[config.mk]
export PLATFORM = sky130hd
export DESIGN_NAME = ifc_or_arbiter_flat
export DESIGN_NICKNAME = d
export VERILOG_FILES = /design/src/rtl/ifc_or_arbiter_pkg.sv /design/src/rtl/ifc_or_arbiter_if.sv /design/src/rtl/ifc_or_arbiter_rr_pick.sv /design/src/rtl/ifc_or_arbiter.sv /design/src/flat_wrapper.sv
export SDC_FILE = /design/constraint.sdc
export NUM_CORES = 1
export LEC_CHECK = 0
export ABC_AREA = 1
export CAP_MARGIN = 20
export CORE_MARGIN = 5
export CORE_UTILIZATION = 53
export DETAILED_ROUTE_END_ITERATION = 12
export PLACE_DENSITY = 0.82
export SETUP_SLACK_MARGIN = 0.02
export SLEW_MARGIN = 20
export SYNTH_ARGS = -nofsm -noshare
export SYNTH_HDL_FRONTEND = slang
export SYNTH_SLANG_ARGS = --single-unit
export TNS_END_PERCENT = 5
[constraint.sdc]
create_clock -name CLK -period 4.3 [get_ports CLK]
set_clock_uncertainty 0.2 [all_clocks]
set_input_delay 0.86 -clock CLK [delete_from_list [all_inputs] [get_ports CLK]]
set_output_delay 0.86 -clock CLK [all_outputs]
set_load 0.02 [all_outputs]
[src/rtl/ifc_or_arbiter_pkg.sv]
// Shared types and constants for the round-robin or-gate arbiter.
// Timeout width applies only when IFC_OR_ARB_TIMEOUT_EN is defined.
package ifc_or_pkg;

  typedef enum logic [1:0] {
    IDLE,
    ISSUE,
    WAIT
  } arb_state_t;

  localparam int NUM_REQ_MAX = 8;
  localparam int TMO_W       = 16;

endpackage

[src/rtl/ifc_or_arbiter_if.sv]
// Client and gate side signals of the arbiter.
// slave is the arbiter view, master is the client/gate view.
interface ifc_or_arbiter_if #(
  parameter int NUM_REQ = 4
);

  logic [NUM_REQ-1:0] req_en;
  logic [NUM_REQ-1:0] req_a;
  logic [NUM_REQ-1:0] req_b;
  logic [NUM_REQ-1:0] req_rdy;
  logic [NUM_REQ-1:0] rsp_en;
  logic [NUM_REQ-1:0] rsp_rdy;
  logic [NUM_REQ-1:0] rsp_data;

  logic gate_a_data;
  logic gate_a_en;
  logic gate_a_rdy;
  logic gate_b_data;
  logic gate_b_en;
  logic gate_b_rdy;
  logic gate_y_en;
  logic gate_y_data;
  logic gate_y_rdy;
  logic busy;
  logic err;

  modport slave (
    input  req_en, req_a, req_b, rsp_en,
    input  gate_a_rdy, gate_b_rdy,
    input  gate_y_data, gate_y_rdy,
    output req_rdy, rsp_rdy, rsp_data,
    output gate_a_data, gate_a_en,
    output gate_b_data, gate_b_en,
    output gate_y_en, busy, err
  );

  modport master (
    output req_en, req_a, req_b, rsp_en,
    output gate_a_rdy, gate_b_rdy,
    output gate_y_data, gate_y_rdy,
    input  req_rdy, rsp_rdy, rsp_data,
    input  gate_a_data, gate_a_en,
    input  gate_b_data, gate_b_en,
    input  gate_y_en, busy, err
  );

endinterface

[src/rtl/ifc_or_arbiter_rr_pick.sv]
// Combinational round-robin picker: first eligible
// index strictly after ptr, wrapping around.
module ifc_rr_pick
  import ifc_or_pkg::*;
#(
  parameter  int N  = 4,
  localparam int IW = $clog2(N)
) (
  input  logic [N-1:0]  elig,
  input  logic [IW-1:0] ptr,
  output logic [IW-1:0] idx,
  output logic          valid
);

  logic [IW-1:0] j;

  always_comb begin
    idx   = '0;
    valid = 1'b0;
    j     = '0;
    for (int k = 1; k <= N; k++) begin
      j = IW'((int'(ptr) + k) % N);
      if (!valid && elig[j]) begin
        valid = 1'b1;
        idx   = j;
      end
    end
  end

endmodule

[src/rtl/ifc_or_arbiter.sv]
// Round-robin sharing of one or-gate among NUM_REQ clients.
// Define IFC_OR_ARB_TIMEOUT_EN to enable the gate watchdog.
module ifc_or_arbiter
  import ifc_or_pkg::*;
#(
  parameter int NUM_REQ        = 4,
  parameter int TIMEOUT_CYCLES = 16
) (
  input logic CLK,
  input logic RST_N,
  ifc_or_arbiter_if.slave bus
);

  localparam int IW = $clog2(NUM_REQ);

  arb_state_t state, state_nx;

  logic [IW-1:0]      ptr, gnt, pick;
  logic               pick_vld;
  logic [NUM_REQ-1:0] req_full, req_aq, req_bq;
  logic [NUM_REQ-1:0] rsp_full, rsp_q, elig;
  logic               wa, wb, a_sent, b_sent;
  logic               a_en, b_en, y_en;
  logic               a_data, b_data;
  logic               tmo, err_q;

  // A full response slot blocks its owner so results always have a home
  assign elig = req_full & ~rsp_full;

  ifc_rr_pick #(.N(NUM_REQ)) u_pick (
    .elig  (elig),
    .ptr   (ptr),
    .idx   (pick),
    .valid (pick_vld)
  );

  always_ff @(posedge CLK or negedge RST_N) begin
    if (!RST_N) state <= IDLE;
    else        state <= state_nx;
  end

  always_comb begin
    state_nx = state;
    a_en     = 1'b0;
    b_en     = 1'b0;
    y_en     = 1'b0;
    a_data   = 1'b0;
    b_data   = 1'b0;
    unique case (state)
      IDLE: begin
        if (pick_vld) state_nx = ISSUE;
      end
      ISSUE: begin
        a_en   = !a_sent && bus.gate_a_rdy;
        b_en   = !b_sent && bus.gate_b_rdy;
        a_data = wa;
        b_data = wb;
        if ((a_sent || a_en) && (b_sent || b_en))
          state_nx = WAIT;
      end
      WAIT: begin
        y_en = bus.gate_y_rdy;
        if (y_en) state_nx = IDLE;
      end
      default: state_nx = IDLE;
    endcase
    if (tmo) state_nx = IDLE;
  end

  always_ff @(posedge CLK or negedge RST_N) begin
    if (!RST_N) begin
      ptr      <= IW'(NUM_REQ - 1);
      gnt      <= '0;
      req_full <= '0;
      req_aq   <= '0;
      req_bq   <= '0;
      rsp_full <= '0;
      rsp_q    <= '0;
      wa       <= 1'b0;
      wb       <= 1'b0;
      a_sent   <= 1'b0;
      b_sent   <= 1'b0;
    end else begin
      for (int i = 0; i < NUM_REQ; i++) begin
        if (bus.req_en[i] && !req_full[i]) begin
          req_full[i] <= 1'b1;
          req_aq[i]   <= bus.req_a[i];
          req_bq[i]   <= bus.req_b[i];
        end
        if (bus.rsp_en[i] && rsp_full[i]) begin
          rsp_full[i] <= 1'b0;
          rsp_q[i]    <= 1'b0;
        end
      end
      if (state == IDLE && pick_vld) begin
        gnt            <= pick;
        ptr            <= pick;
        wa             <= req_aq[pick];
        wb             <= req_bq[pick];
        req_full[pick] <= 1'b0;
        a_sent         <= 1'b0;
        b_sent         <= 1'b0;
      end
      if (a_en) a_sent <= 1'b1;
      if (b_en) b_sent <= 1'b1;
      if (y_en) begin
        rsp_full[gnt] <= 1'b1;
        rsp_q[gnt]    <= bus.gate_y_data;
        a_sent        <= 1'b0;
        b_sent        <= 1'b0;
      end else if (tmo) begin
        rsp_full[gnt] <= 1'b1;
        rsp_q[gnt]    <= 1'b0;
        a_sent        <= 1'b0;
        b_sent        <= 1'b0;
      end
    end
  end

`ifdef IFC_OR_ARB_TIMEOUT_EN
  logic [TMO_W-1:0] cnt;

  // A completing y handshake wins over the watchdog
  assign tmo = (state != IDLE)
            && (cnt == TMO_W'(TIMEOUT_CYCLES - 1))
            && !(state == WAIT && bus.gate_y_rdy);

  always_ff @(posedge CLK or negedge RST_N) begin
    if (!RST_N) begin
      cnt   <= '0;
      err_q <= 1'b0;
    end else begin
      if (state == IDLE) cnt <= '0;
      else               cnt <= cnt + 1'b1;
      if (tmo) err_q <= 1'b1;
    end
  end
`else
  logic unused_tmo;
  assign unused_tmo = (TIMEOUT_CYCLES != 0);
  assign tmo        = 1'b0;
  assign err_q      = 1'b0;
`endif

  assign bus.req_rdy     = ~req_full;
  assign bus.rsp_rdy     = rsp_full;
  assign bus.rsp_data    = rsp_q;
  assign bus.gate_a_en   = a_en;
  assign bus.gate_b_en   = b_en;
  assign bus.gate_y_en   = y_en;
  assign bus.gate_a_data = a_data;
  assign bus.gate_b_data = b_data;
  assign bus.busy        = (state != IDLE);
  assign bus.err         = err_q;

endmodule
[src/flat_wrapper.sv]
// flat-port wrapper written by rule: the top's interface ports become plain ports
module ifc_or_arbiter_flat import ifc_or_pkg::*;
#(
  parameter int NUM_REQ        = 4,
  parameter int TIMEOUT_CYCLES = 16
)
  (CLK, RST_N, bus_req_en, bus_req_a, bus_req_b, bus_rsp_en, bus_gate_a_rdy, bus_gate_b_rdy, bus_gate_y_data, bus_gate_y_rdy, bus_req_rdy, bus_rsp_rdy, bus_rsp_data, bus_gate_a_data, bus_gate_a_en, bus_gate_b_data, bus_gate_b_en, bus_gate_y_en, bus_busy, bus_err);
  ifc_or_arbiter_if #(.NUM_REQ(NUM_REQ)) bus_i ();
  input logic CLK;
  input logic RST_N;
  input wire logic [$bits(bus_i.req_en)-1:0] bus_req_en;
  input wire logic [$bits(bus_i.req_a)-1:0] bus_req_a;
  input wire logic [$bits(bus_i.req_b)-1:0] bus_req_b;
  input wire logic [$bits(bus_i.rsp_en)-1:0] bus_rsp_en;
  input wire logic [$bits(bus_i.gate_a_rdy)-1:0] bus_gate_a_rdy;
  input wire logic [$bits(bus_i.gate_b_rdy)-1:0] bus_gate_b_rdy;
  input wire logic [$bits(bus_i.gate_y_data)-1:0] bus_gate_y_data;
  input wire logic [$bits(bus_i.gate_y_rdy)-1:0] bus_gate_y_rdy;
  output wire logic [$bits(bus_i.req_rdy)-1:0] bus_req_rdy;
  output wire logic [$bits(bus_i.rsp_rdy)-1:0] bus_rsp_rdy;
  output wire logic [$bits(bus_i.rsp_data)-1:0] bus_rsp_data;
  output wire logic [$bits(bus_i.gate_a_data)-1:0] bus_gate_a_data;
  output wire logic [$bits(bus_i.gate_a_en)-1:0] bus_gate_a_en;
  output wire logic [$bits(bus_i.gate_b_data)-1:0] bus_gate_b_data;
  output wire logic [$bits(bus_i.gate_b_en)-1:0] bus_gate_b_en;
  output wire logic [$bits(bus_i.gate_y_en)-1:0] bus_gate_y_en;
  output wire logic [$bits(bus_i.busy)-1:0] bus_busy;
  output wire logic [$bits(bus_i.err)-1:0] bus_err;
  assign bus_i.req_en = bus_req_en;
  assign bus_i.req_a = bus_req_a;
  assign bus_i.req_b = bus_req_b;
  assign bus_i.rsp_en = bus_rsp_en;
  assign bus_i.gate_a_rdy = bus_gate_a_rdy;
  assign bus_i.gate_b_rdy = bus_gate_b_rdy;
  assign bus_i.gate_y_data = bus_gate_y_data;
  assign bus_i.gate_y_rdy = bus_gate_y_rdy;
  assign bus_req_rdy = bus_i.req_rdy;
  assign bus_rsp_rdy = bus_i.rsp_rdy;
  assign bus_rsp_data = bus_i.rsp_data;
  assign bus_gate_a_data = bus_i.gate_a_data;
  assign bus_gate_a_en = bus_i.gate_a_en;
  assign bus_gate_b_data = bus_i.gate_b_data;
  assign bus_gate_b_en = bus_i.gate_b_en;
  assign bus_gate_y_en = bus_i.gate_y_en;
  assign bus_busy = bus_i.busy;
  assign bus_err = bus_i.err;
  ifc_or_arbiter #(.NUM_REQ(NUM_REQ), .TIMEOUT_CYCLES(TIMEOUT_CYCLES)) u_core (.CLK(CLK), .RST_N(RST_N), .bus(bus_i));
endmodule
==> metrics.md <==
| Metric | Value |
|---|---|
| GRT Total Usage | `18.33%` |
| Post-DP HPWL | `around 2700 µm` |
| Top cells by area, synth | `dfrtp_1, nand2_1, inv_1` |
| DR WL/cell | `11.65 µm` |
| IO Pins | `41` |
| Total Wirelength | `~3500 µm` |
| DIE WIDTH | `66.16 µm` |
| Min cycle time layout | `3.407 ns` |
| Post-synth cell types | `24` |
| RePlAce Congestion | `between 0.8 and 0.9` |
| PD cells | `817.6 mW/mm²` |
| Max clock buf depth | `2` |
| Yosys reg bits | `30` |
| Syn nets | `230` |
| Cts bufs inserted | `5` |
| Fin Setup TNS | `0 ns` |
| Worst-path clk slew | `0.10 ns` |
| Max Clk Rate | `293.5 MHz` |
| Commonest non-fill, non-tap cell in the layout | `nand2_1` |
| Hold WC Path Type | `reg -> reg` |
| Core box area | `between 0.003 and 0.004 mm²` |
| Leakage power | `1.069 nW` |
| CP Class | `in -> out` |
| Placed cell areas | `0.002106 mm²` |
| Antenna fix cells | `0` |
| Final Net Count | `275` |
| H-tree levels | `2` |
| PnR worst setup slack | `0.8932 ns` |
| Largest net degree at the start of global routing | `31` |
| Commonest non-fill, non-tap cells in the layout | `nand2_1, clkdlybuf4s50_1, inv_1, dfrtp_1, nand3_1` |
| Hold Vio Cnt, Final | `0` |
| Synthesized area | `0.001672 mm²` |
| FILL cells | `241` |
| Cts repair resizes | `0` |
| CTS tree | `yes` |
| Hold-fix buffers, CTS | `0` |
| Final Non-Filler Cells | `slightly below 300` |
| CTS Sinks | `30` |
| Finished Core Util | `72.36%` |
| Vias in the first global route | `approximately 1.4k` |
| Peak VDD IR | `about 400 µV` |
| Chip Height | `around 66 µm` |
| Vias per inst | `4.960` |
| First-pass GRT wire length | `6044 µm` |
| Vias | `about 1.5k` |
| Initial antenna violation count | `0` |
| CP required | `3.24 ns` |
| Setup repair bufs after CTS | `0` |
| RSZ-0062 raised after global routing | `false` |
| Drc violations | `0` |
| Syn_area_per_cell | `8.037 µm²` |
| Row cnt | `20` |
| Initial drt markers | `90` |
| Pre-CTS setup slack | `between 0.8 and 0.9 ns` |
| Final setup viols | `0` |
| Final Cycle Share | `79.23%` |
| Starting Density | `a little under three fifths` |
| Detail Route Antenna Nets | `0` |
| Root Driver | `clkbuf_4` |
| Fraction of layout cells with a size suffix above 1 | `around 15%` |
| DR pass1 iterations | `4` |
| Leading area contributor after synthesis | `dfrtp_1` |
| Critical path launch point type | `input port` |
| Crit end category | `primary output` |
| Seq/Total Area, Yosys | `a little under half` |
| Area Overhead vs Synth | `31.06%` |
| Outcome | `finished clean` |
| Placed Cells | `290` |
| Max-cap viol count | `0` |
| Warning count from the yosys run | `0` |
| Worst-Skew Late Latency | `0.34 ns` |
| Critical path data arrival time | `2.35 ns` |
| Crit path max fanout | `4` |
| Synth top area share | `about two fifths` |
| Final slew viol count | `0` |
| Cell area after layout | `~0.0022 mm²` |
| PortBufs | `39` |
| GRT overflow | `0` |
| Post-synthesis cell count | `roughly 210` |
| Die area | `0.004377 mm²` |
final cells by class:
type | count | area, µm² | area share, %
clock inverter | 1 | 30.03 | 1.371
sequential | 30 | 753.2 | 34.38
timing repair buffer | 40 | 397.9 | 18.16
inverter | 39 | 156.4 | 7.139
multi-input combinational | 137 | 743.2 | 33.92
clock buffer | 7 | 55.05 | 2.513
tap | 44 | 55.05 | 2.513
flip-flops by register name, indices dropped and copies added, names as in the netlist:
register             flops
u_core.wb                1
u_core.req_full          4
u_core.b_sent            1
u_core.req_aq            4
u_core.state             2
u_core.wa                1
u_core.a_sent            1
u_core.bus.rsp_data      4
u_core.req_bq            4
u_core.gnt               2
u_core.bus.rsp_rdy       4
u_core.ptr               2
cell families after synthesis:
logic type | count (synthesis) | synth area share [%]
compound gates | 28 | 8.832
buf+inv | 41 | 10.48
flops | 30 | 45.06
other cells | 1 | 0.2243
simple gates | 108 | 35.40
report_power, final:
group          internal (mW)  total, mW  switching [mW]
Combinational          0.396       1.07           0.673
Sequential             0.406      0.484          0.0774
Clock                  0.139      0.239          0.0999
Total                  0.941       1.79           0.850
path summary, 6_finish.rpt:
| kind | end | start | slack, ns | cells after the start |
|---|---|---|---|---|
| min in group asynchronous | u_core.bus.rsp_data[3] | RST_N | 0.71 | 2 |
| worst min-delay path | u_core.wa | u_core.wa | 0.29 | 2 |
| worst max-delay path | bus_gate_y_en | bus_gate_y_rdy | 0.89 | 4 |
| max in group asynchronous | u_core.ptr[0] | RST_N | 2.86 | 2 |
| worst max register to register | u_core.req_full[2] | u_core.ptr[0] | 2.13 | 10 |
| worst min register to register | u_core.wa | u_core.wa | 0.29 | 2 |
worst max-delay path: stages:
cell	delay, ns
clkdlybuf4s50_1	0.45
inv_1	0.04
nor3_1	0.31
clkdlybuf4s50_1	0.69
per-stage QoR:
| stage | total power [mW] | hold WS (ns) |
|---|---|---|
| after floorplan | 1.294 | 0.2488 |
| after global placement | 1.543 | 0.2697 |
| after detailed placement | 1.561 | 0.2732 |
| after CTS | 1.803 | 0.2989 |
| after global routing | 1.972 | 0.3348 |
| final | 1.791 | 0.2905 |
synthesized netlist by cell type:
library cell	count
dfrtp_1	28
nand4_4	1
a21oi_1	9
nand3_1	21
buf_6	1
buf_4	1
dfstp_2	2
nor2_1	13
nand3_2	6
inv_4	1
nand2_4	2
nand4_1	6
inv_2	3
nand2_2	11
conb_1	1
o21ai_0	15
nand2_1	42
inv_8	1
inv_1	34
nand3_4	2
o22a_1	1
nor3_1	3
o22ai_1	3
nor2_8	1
metal layers:
metal / track usage [%] / wire, µm / vias to the layer above
met5: 0 / 0 / -
met4: 6.091 / 45 / 0
met3: 6.633 / 309 / 6
met2: 30.48 / 1634 / 46
met1: 21.79 / 1483 / 663
li1: - / - / 763
Power figures use the tool's default switching activity.
==> patch 1 (same flow settings) <==
`NUM_REQ` is set to 4 in 3 places; all go to 2.
--- a/src/rtl/ifc_or_arbiter_if.sv
+++ b/src/rtl/ifc_or_arbiter_if.sv
@@ -2,5 +2,5 @@
 // slave is the arbiter view, master is the client/gate view.
 interface ifc_or_arbiter_if #(
-  parameter int NUM_REQ = 4
+  parameter int NUM_REQ = 2
 );
 
--- a/src/rtl/ifc_or_arbiter.sv
+++ b/src/rtl/ifc_or_arbiter.sv
@@ -4,5 +4,5 @@
   import ifc_or_pkg::*;
 #(
-  parameter int NUM_REQ        = 4,
+  parameter int NUM_REQ        = 2,
   parameter int TIMEOUT_CYCLES = 16
 ) (
--- a/src/flat_wrapper.sv
+++ b/src/flat_wrapper.sv
@@ -2,5 +2,5 @@
 module ifc_or_arbiter_flat import ifc_or_pkg::*;
 #(
-  parameter int NUM_REQ        = 4,
+  parameter int NUM_REQ        = 2,
   parameter int TIMEOUT_CYCLES = 16
 )
Interface: changed (7 resized); port bits go from 41 to 27. The function was not compared with the original's and may differ.
==> patch 1 against the original RTL <==
First-iteration DRC count shrank 89%. Cell count shrank 52%. Design area shrank 48%. Worst setup slack gained 0.15 ns. Sequential share of layout area grew 5.5 points. Total power shrank 57%. Count of clock-buffer cells in the layout shrank 3. Critical path depth is the same. Area after synthesis shrank 49%. Synthesized cell count shrank 53%. Core utilization grew 2.9 points. Sequential cell count shrank 12. Routed wire length shrank 51%. Critical path type unchanged. Critical endpoint unchanged. Highest routed layer unchanged.
==> patch 1: results (changes against the original RTL) <==
{| class="wikitable"
! Metric !! Value
|-
| Total placed instance area || 1110 um^2 (was 2110 um^2)
|-
| Commonest cells post-synth || 23 x sky130_fd_sc_hd__nand2_1, 17 x sky130_fd_sc_hd__dfrtp_1, 17 x sky130_fd_sc_hd__inv_1 (was 42 x sky130_fd_sc_hd__nand2_1, 34 x sky130_fd_sc_hd__inv_1, 28 x sky130_fd_sc_hd__dfrtp_1)
|-
| Biggest area contributors in the synthesized netlist || sky130_fd_sc_hd__dfrtp_1 50%, sky130_fd_sc_hd__nand2_1 10%, sky130_fd_sc_hd__inv_1 7.6% (was sky130_fd_sc_hd__dfrtp_1 42%, sky130_fd_sc_hd__nand2_1 9.4%, sky130_fd_sc_hd__inv_1 7.6%)
|-
| Maximum number of pins on one net before global-route repair || 19 (was 31)
|-
| Cell with the largest stage delay on the worst path || sky130_fd_sc_hd__clkdlybuf4s50_1 (unchanged)
|-
| Critical path arrival || 2.19 ns (was 2.35 ns)
|-
| Global-route usage over all layers || 0.155 (was 0.183)
|-
| Sequential element share of the synthesized area || 0.535 (was 0.451)
|-
| Net total in the final layout || 141 (was 275)
|-
| Clock Latency Late Sink || 0.29 ns (was 0.34 ns)
|-
| XOR/XNOR Fraction of Synth Area || 0 (unchanged)
|-
| Mux cell area share after synthesis || 0.0533 (was 0)
|-
| Post-synthesis cell type count || 17 (was 24)
|-
| Post-CTS setup-driven buffer insertion count || 0 (unchanged)
|-
| Compound-Gate Fraction of Synth Area || 0.0770 (was 0.0883)
|-
| Placer's final routability congestion estimate || 0.742 (was 0.876)
|-
| Post-DR vias/cell || 4.96 (about the same)
|-
| Number of global-route vias before repair || 707 (was 1398)
|-
| Count of port buffers added during placement || 25 (was 39)
|-
| Internal power contribution || 0.453 mW (was 0.941 mW)
|-
| Max VDD drop || 0.378 mV (was 0.398 mV)
|-
| Total iterations of the first detailed-routing run || 4 (unchanged)
|-
| Routed wire per std cell || 11.9 um (was 11.7 um)
|-
| Inserted Clock Buffers || 3 (was 5)
|-
| Iter 0 DRT Violations || 10 (was 90)
|-
| Worst hold path class || reg2reg (unchanged)
|-
| Outcome || finished, final reports clean (unchanged)
|-
| Number of nets in the synthesized netlist || 112 (was 230)
|-
| Final HPWL from detailed placement || 1.37 mm (was 2.75 mm)
|-
| Share of synthesized registers carrying an async set or reset || 1.00 (unchanged)
|-
| First-pass GRT wire length || 3.03 mm (was 6.04 mm)
|-
| Clock slew at reported path FFs || 0.10 ns (about the same)
|-
| CTS H-Tree Depth || 1 (was 2)
|-
| Leak Pwr || 0.567 nW (was 1.07 nW)
|-
| Stage delay of the slowest cell on the critical path || 0.61 ns (was 0.69 ns)
|-
| Fraction of layout cells with a size suffix above 1 || 0.127 (was 0.150)
|-
| Max Fanout on Critical Path || 3 (was 4)
|-
| Slew headroom || 0.471
|}
patch 1: cell count changes after synthesis, sizes merged, moves of 8 or more:
cell | unedited run | this run
a21oi | 9 | 1
nand3 | 29 | 10
inv | 39 | 18
dfrtp | 28 | 17
nand2 | 55 | 25
patch 1: through the flow:
stage / hold slack, ns / cells / util / setup slack, ns
finish: 0.277 / 142 / 0.752 / 1.05
global route: 0.309 / 142 / 0.752 / 1.01
CTS: 0.278 / 142 / 0.752 / 1.06
detailed placement: 0.264 / 138 / 0.735 / 1.07
global placement: 0.253 / 138 / 0.735 / 1.08
floorplan: 0.244 / 98 / - / 2.11
patch 1: worst paths after layout:
path                                             start                          endpoint  slack (ns)  cells past startpoint
hold / removal                  u_core.ptr$_DFFE_PN1P_            u_core.ptr$_DFFE_PN1P_        0.28                      2
hold reg to reg                 u_core.ptr$_DFFE_PN1P_            u_core.ptr$_DFFE_PN1P_        0.28                      2
max in group asynchronous                        RST_N       u_core.state[1]$_DFFE_PN0P_        2.59                      1
min in group asynchronous                        RST_N  u_core.bus.rsp_data[1]$_DFF_PN0_        0.82                      1
setup / recovery                        bus_gate_y_rdy                     bus_gate_y_en        1.05                      4
setup reg to reg           u_core.state[1]$_DFFE_PN0P_      u_core.req_full[1]$_DFF_PN0_        2.91                      4
patch 1: power by group through the flow:
stage / registers, mW / clock network (mW) / logic (mW)
2_1_floorplan: 0.297 / 0 / 0.257
3_3_place_gp: 0.290 / 0 / 0.391
3_5_place_dp: 0.293 / 0 / 0.403
4_1_cts: 0.289 / 0.0885 / 0.406
5_1_grt: 0.301 / 0.100 / 0.444
6_report: 0.289 / 0.0874 / 0.399
patch 1: layer usage:
layer / wire, um / GRT usage
met5: 0 / 0
met4: 22 / 0.0524
met3: 99 / 0.0331
met2: 843 / 0.261
met1: 724 / 0.193
patch 1: cell type report:
cell class / count / area [um^2]
Sequential cell: 18 / 452
Clock buffer: 4 / 26.3
Timing Repair Buffer: 25 / 250
Tap cell: 16 / 20.0
Fill cell: 124 / 373
Multi-Input combinational cell: 61 / 318
Inverter: 18 / 67.6
patch 1: cell families (layout without fill, tap and decap cells):
group           count (synthesis)  after routing
buf+inv                        19             47
flops                          18             18
simple gates                   46             46
mux                             4              4
other cells                     1              1
compound gates                 10             10
patch 1: worst max-delay path, delay by kind of cell:
family	cells	cell delay [ns]
buf+inv	3	1.20
simple gates	1	0.13
==> patch 2 (same settings) <==
Without the edit above. The 3 states of `arb_state_t` get a one-hot encoding in 3 bits.
--- a/src/rtl/ifc_or_arbiter_pkg.sv
+++ b/src/rtl/ifc_or_arbiter_pkg.sv
@@ -3,8 +3,8 @@
 package ifc_or_pkg;
 
-  typedef enum logic [1:0] {
-    IDLE,
-    ISSUE,
-    WAIT
+  typedef enum logic [2:0] {
+    IDLE  = 3'b001,
+    ISSUE = 3'b010,
+    WAIT  = 3'b100
   } arb_state_t;
 
Function: no difference found for any inputs over 10 cycles, from zero or initial values and one cycle with RST_N low; not proved beyond that.
==> patch 2 against the original RTL <==
Design area increased by 1.2%. Area after synthesis increased by 3.1%. Largest power group unchanged. Total power decreased by 4.8%. Worst setup slack improved by 0.044 ns. Routed wire length increased by 3.3%. Maximum frequency increased by 1.3%. Sequential share of layout area increased by 0.78 points. Sequential cell count increased by 1.
==> patch 2: results (changes against the original RTL) <==
{| class="wikitable"
! Metric !! Value
|-
| Number of global-route vias before repair || 1480 (was 1398)
|-
| Biggest area contributors in the synthesized netlist || sky130_fd_sc_hd__dfrtp_1 41%, sky130_fd_sc_hd__nand2_1 9.6%, sky130_fd_sc_hd__inv_1 7.6% (was sky130_fd_sc_hd__dfrtp_1 42%, sky130_fd_sc_hd__nand2_1 9.4%, sky130_fd_sc_hd__inv_1 7.6%)
|-
| Worst hold endpoint || u_core.wb$_DFFE_PN0N_ (was u_core.wa$_DFFE_PN0N_)
|-
| Critical path arrival || 2.30 ns (was 2.35 ns)
|-
| Post-synthesis cell type count || 26 (was 24)
|-
| Leak Pwr || 1.08 nW (was 1.07 nW)
|-
| Worst slack, placed || 0.937 ns (was 0.876 ns)
|-
| Count of placed standard cells including taps || 295 (was 290)
|-
| Layout fillers || 262 (was 241)
|-
| Met1 layer usage reported by global route || 0.227 (was 0.218)
|-
| Root cell of the clock tree || sky130_fd_sc_hd__clkbuf_4 (unchanged)
|-
| Max Fanout on Critical Path || 4 (unchanged)
|-
| First-pass GRT wire length || 6.35 mm (was 6.04 mm)
|-
| Max VDD drop || 0.441 mV (was 0.398 mV)
|-
| Placer's final routability congestion estimate || 0.873 (was 0.876)
|-
| Total routed wirelength || 3.59 mm (was 3.47 mm)
|-
| Iter 0 DRT Violations || 69 (was 90)
|-
| Adder-cell share of the synthesized area || 0 (unchanged)
|-
| CTS H-Tree Depth || 2 (unchanged)
|-
| R2r worst-path depth || 13 (was 10)
|-
| Maximum number of pins on one net before global-route repair || 32 (was 31)
|-
| Post-cts resize count || 0 (unchanged)
|-
| Worst min-delay path startpoint || u_core.wb$_DFFE_PN0N_ (was u_core.wa$_DFFE_PN0N_)
|-
| Post-DR vias/cell || 5.06 (was 4.96)
|-
| Grt met2 use || 0.304 (was 0.305)
|-
| Stage delay of the slowest cell on the critical path || 0.67 ns (was 0.69 ns)
|-
| Net total in the final layout || 280 (was 275)
|-
| Fraction of layout cells with a size suffix above 1 || 0.147 (was 0.150)
|-
| Routed wire per std cell || 11.8 um (was 11.7 um)
|-
| Global-route usage over all layers || 0.186 (was 0.183)
|-
| Global routing usage on met3 || 0.0607 (was 0.0663)
|-
| Switching share of power || 0.486 (was 0.474)
|-
| Number of nets in the synthesized netlist || 235 (was 230)
|-
| Compound-Gate Fraction of Synth Area || 0.102 (was 0.0883)
|-
| Final HPWL from detailed placement || 2.84 mm (was 2.75 mm)
|-
| Dominant synthesized flop cell || sky130_fd_sc_hd__dfrtp_1 (unchanged)
|-
| Sequential element share of the synthesized area || 0.452 (was 0.451)
|-
| Outcome || finished, final reports clean (unchanged)
|-
| Mean area per synthesized cell || 8.09 um^2 (was 8.04 um^2)
|-
| Terminus of the critical flop-to-flop path || u_core.wb$_DFFE_PN0N_ (was u_core.req_full[2]$_DFF_PN0_)
|-
| Total placed instance area || 2160 um^2 (was 2110 um^2)
|}
==> patch 2: worst max-delay path: cells and delay by family <==
family        cells  cell delay [ns]
buf+inv           3             1.22
simple gates      1             0.23
==> patch 2: worst max path at each step <==
stage	start	endpoint	slack, ns	cells after the start
after floorplan	bus_gate_y_rdy	bus_gate_y_en	1.98	2
after global placement	bus_gate_y_rdy	bus_gate_y_en	0.97	4
after detailed placement	bus_gate_y_rdy	bus_gate_y_en	0.94	4
after CTS	bus_gate_y_rdy	bus_gate_y_en	0.94	4
after global routing	bus_gate_y_rdy	bus_gate_y_en	0.86	4
final	bus_gate_y_rdy	bus_gate_y_en	0.94	4
==> patch 2: layout make-up <==
cell class                      instances  share of cell area
Sequential cell                        31               0.352
Multi-Input combinational cell        140               0.347
Timing Repair Buffer                   40               0.179
Inverter                               40              0.0700
Clock buffer                            7              0.0248
Tap cell                               44              0.0248
Clock inverter                          1             0.00226
==> patch 2: metal layers <==
metal / part of all wire / wire, um
met1: 0.45 / 1600
met5: 0 / 0
met4: 0.015 / 52
met3: 0.076 / 271
met2: 0.46 / 1660
==> patch 2: power groups by stage <==
stage / registers [mW] / clock network (mW) / logic (mW)
2_1_floorplan: 0.498 / 0 / 0.786
3_3_place_gp: 0.502 / 0 / 1.01
3_5_place_dp: 0.507 / 0 / 1.03
4_1_cts: 0.501 / 0.180 / 1.03
5_1_grt: 0.518 / 0.197 / 1.16
6_report: 0.503 / 0.174 / 1.03
==> patch 2: per-stage QoR <==
| stage | utilization | hold slack (ns) |
|---|---|---|
| floorplan | - | 0.249 |
| global placement | 0.701 | 0.268 |
| detailed placement | 0.701 | 0.274 |
| CTS | 0.720 | 0.297 |
| global route | 0.720 | 0.349 |
| finish | 0.720 | 0.296 |
==> patch 2: logic make-up (layout without fill, tap and decap cells) <==
group,Yosys count,after routing
flops,31,31
other cells,1,1
buf+inv,42,88
compound gates,30,30
simple gates,109,109
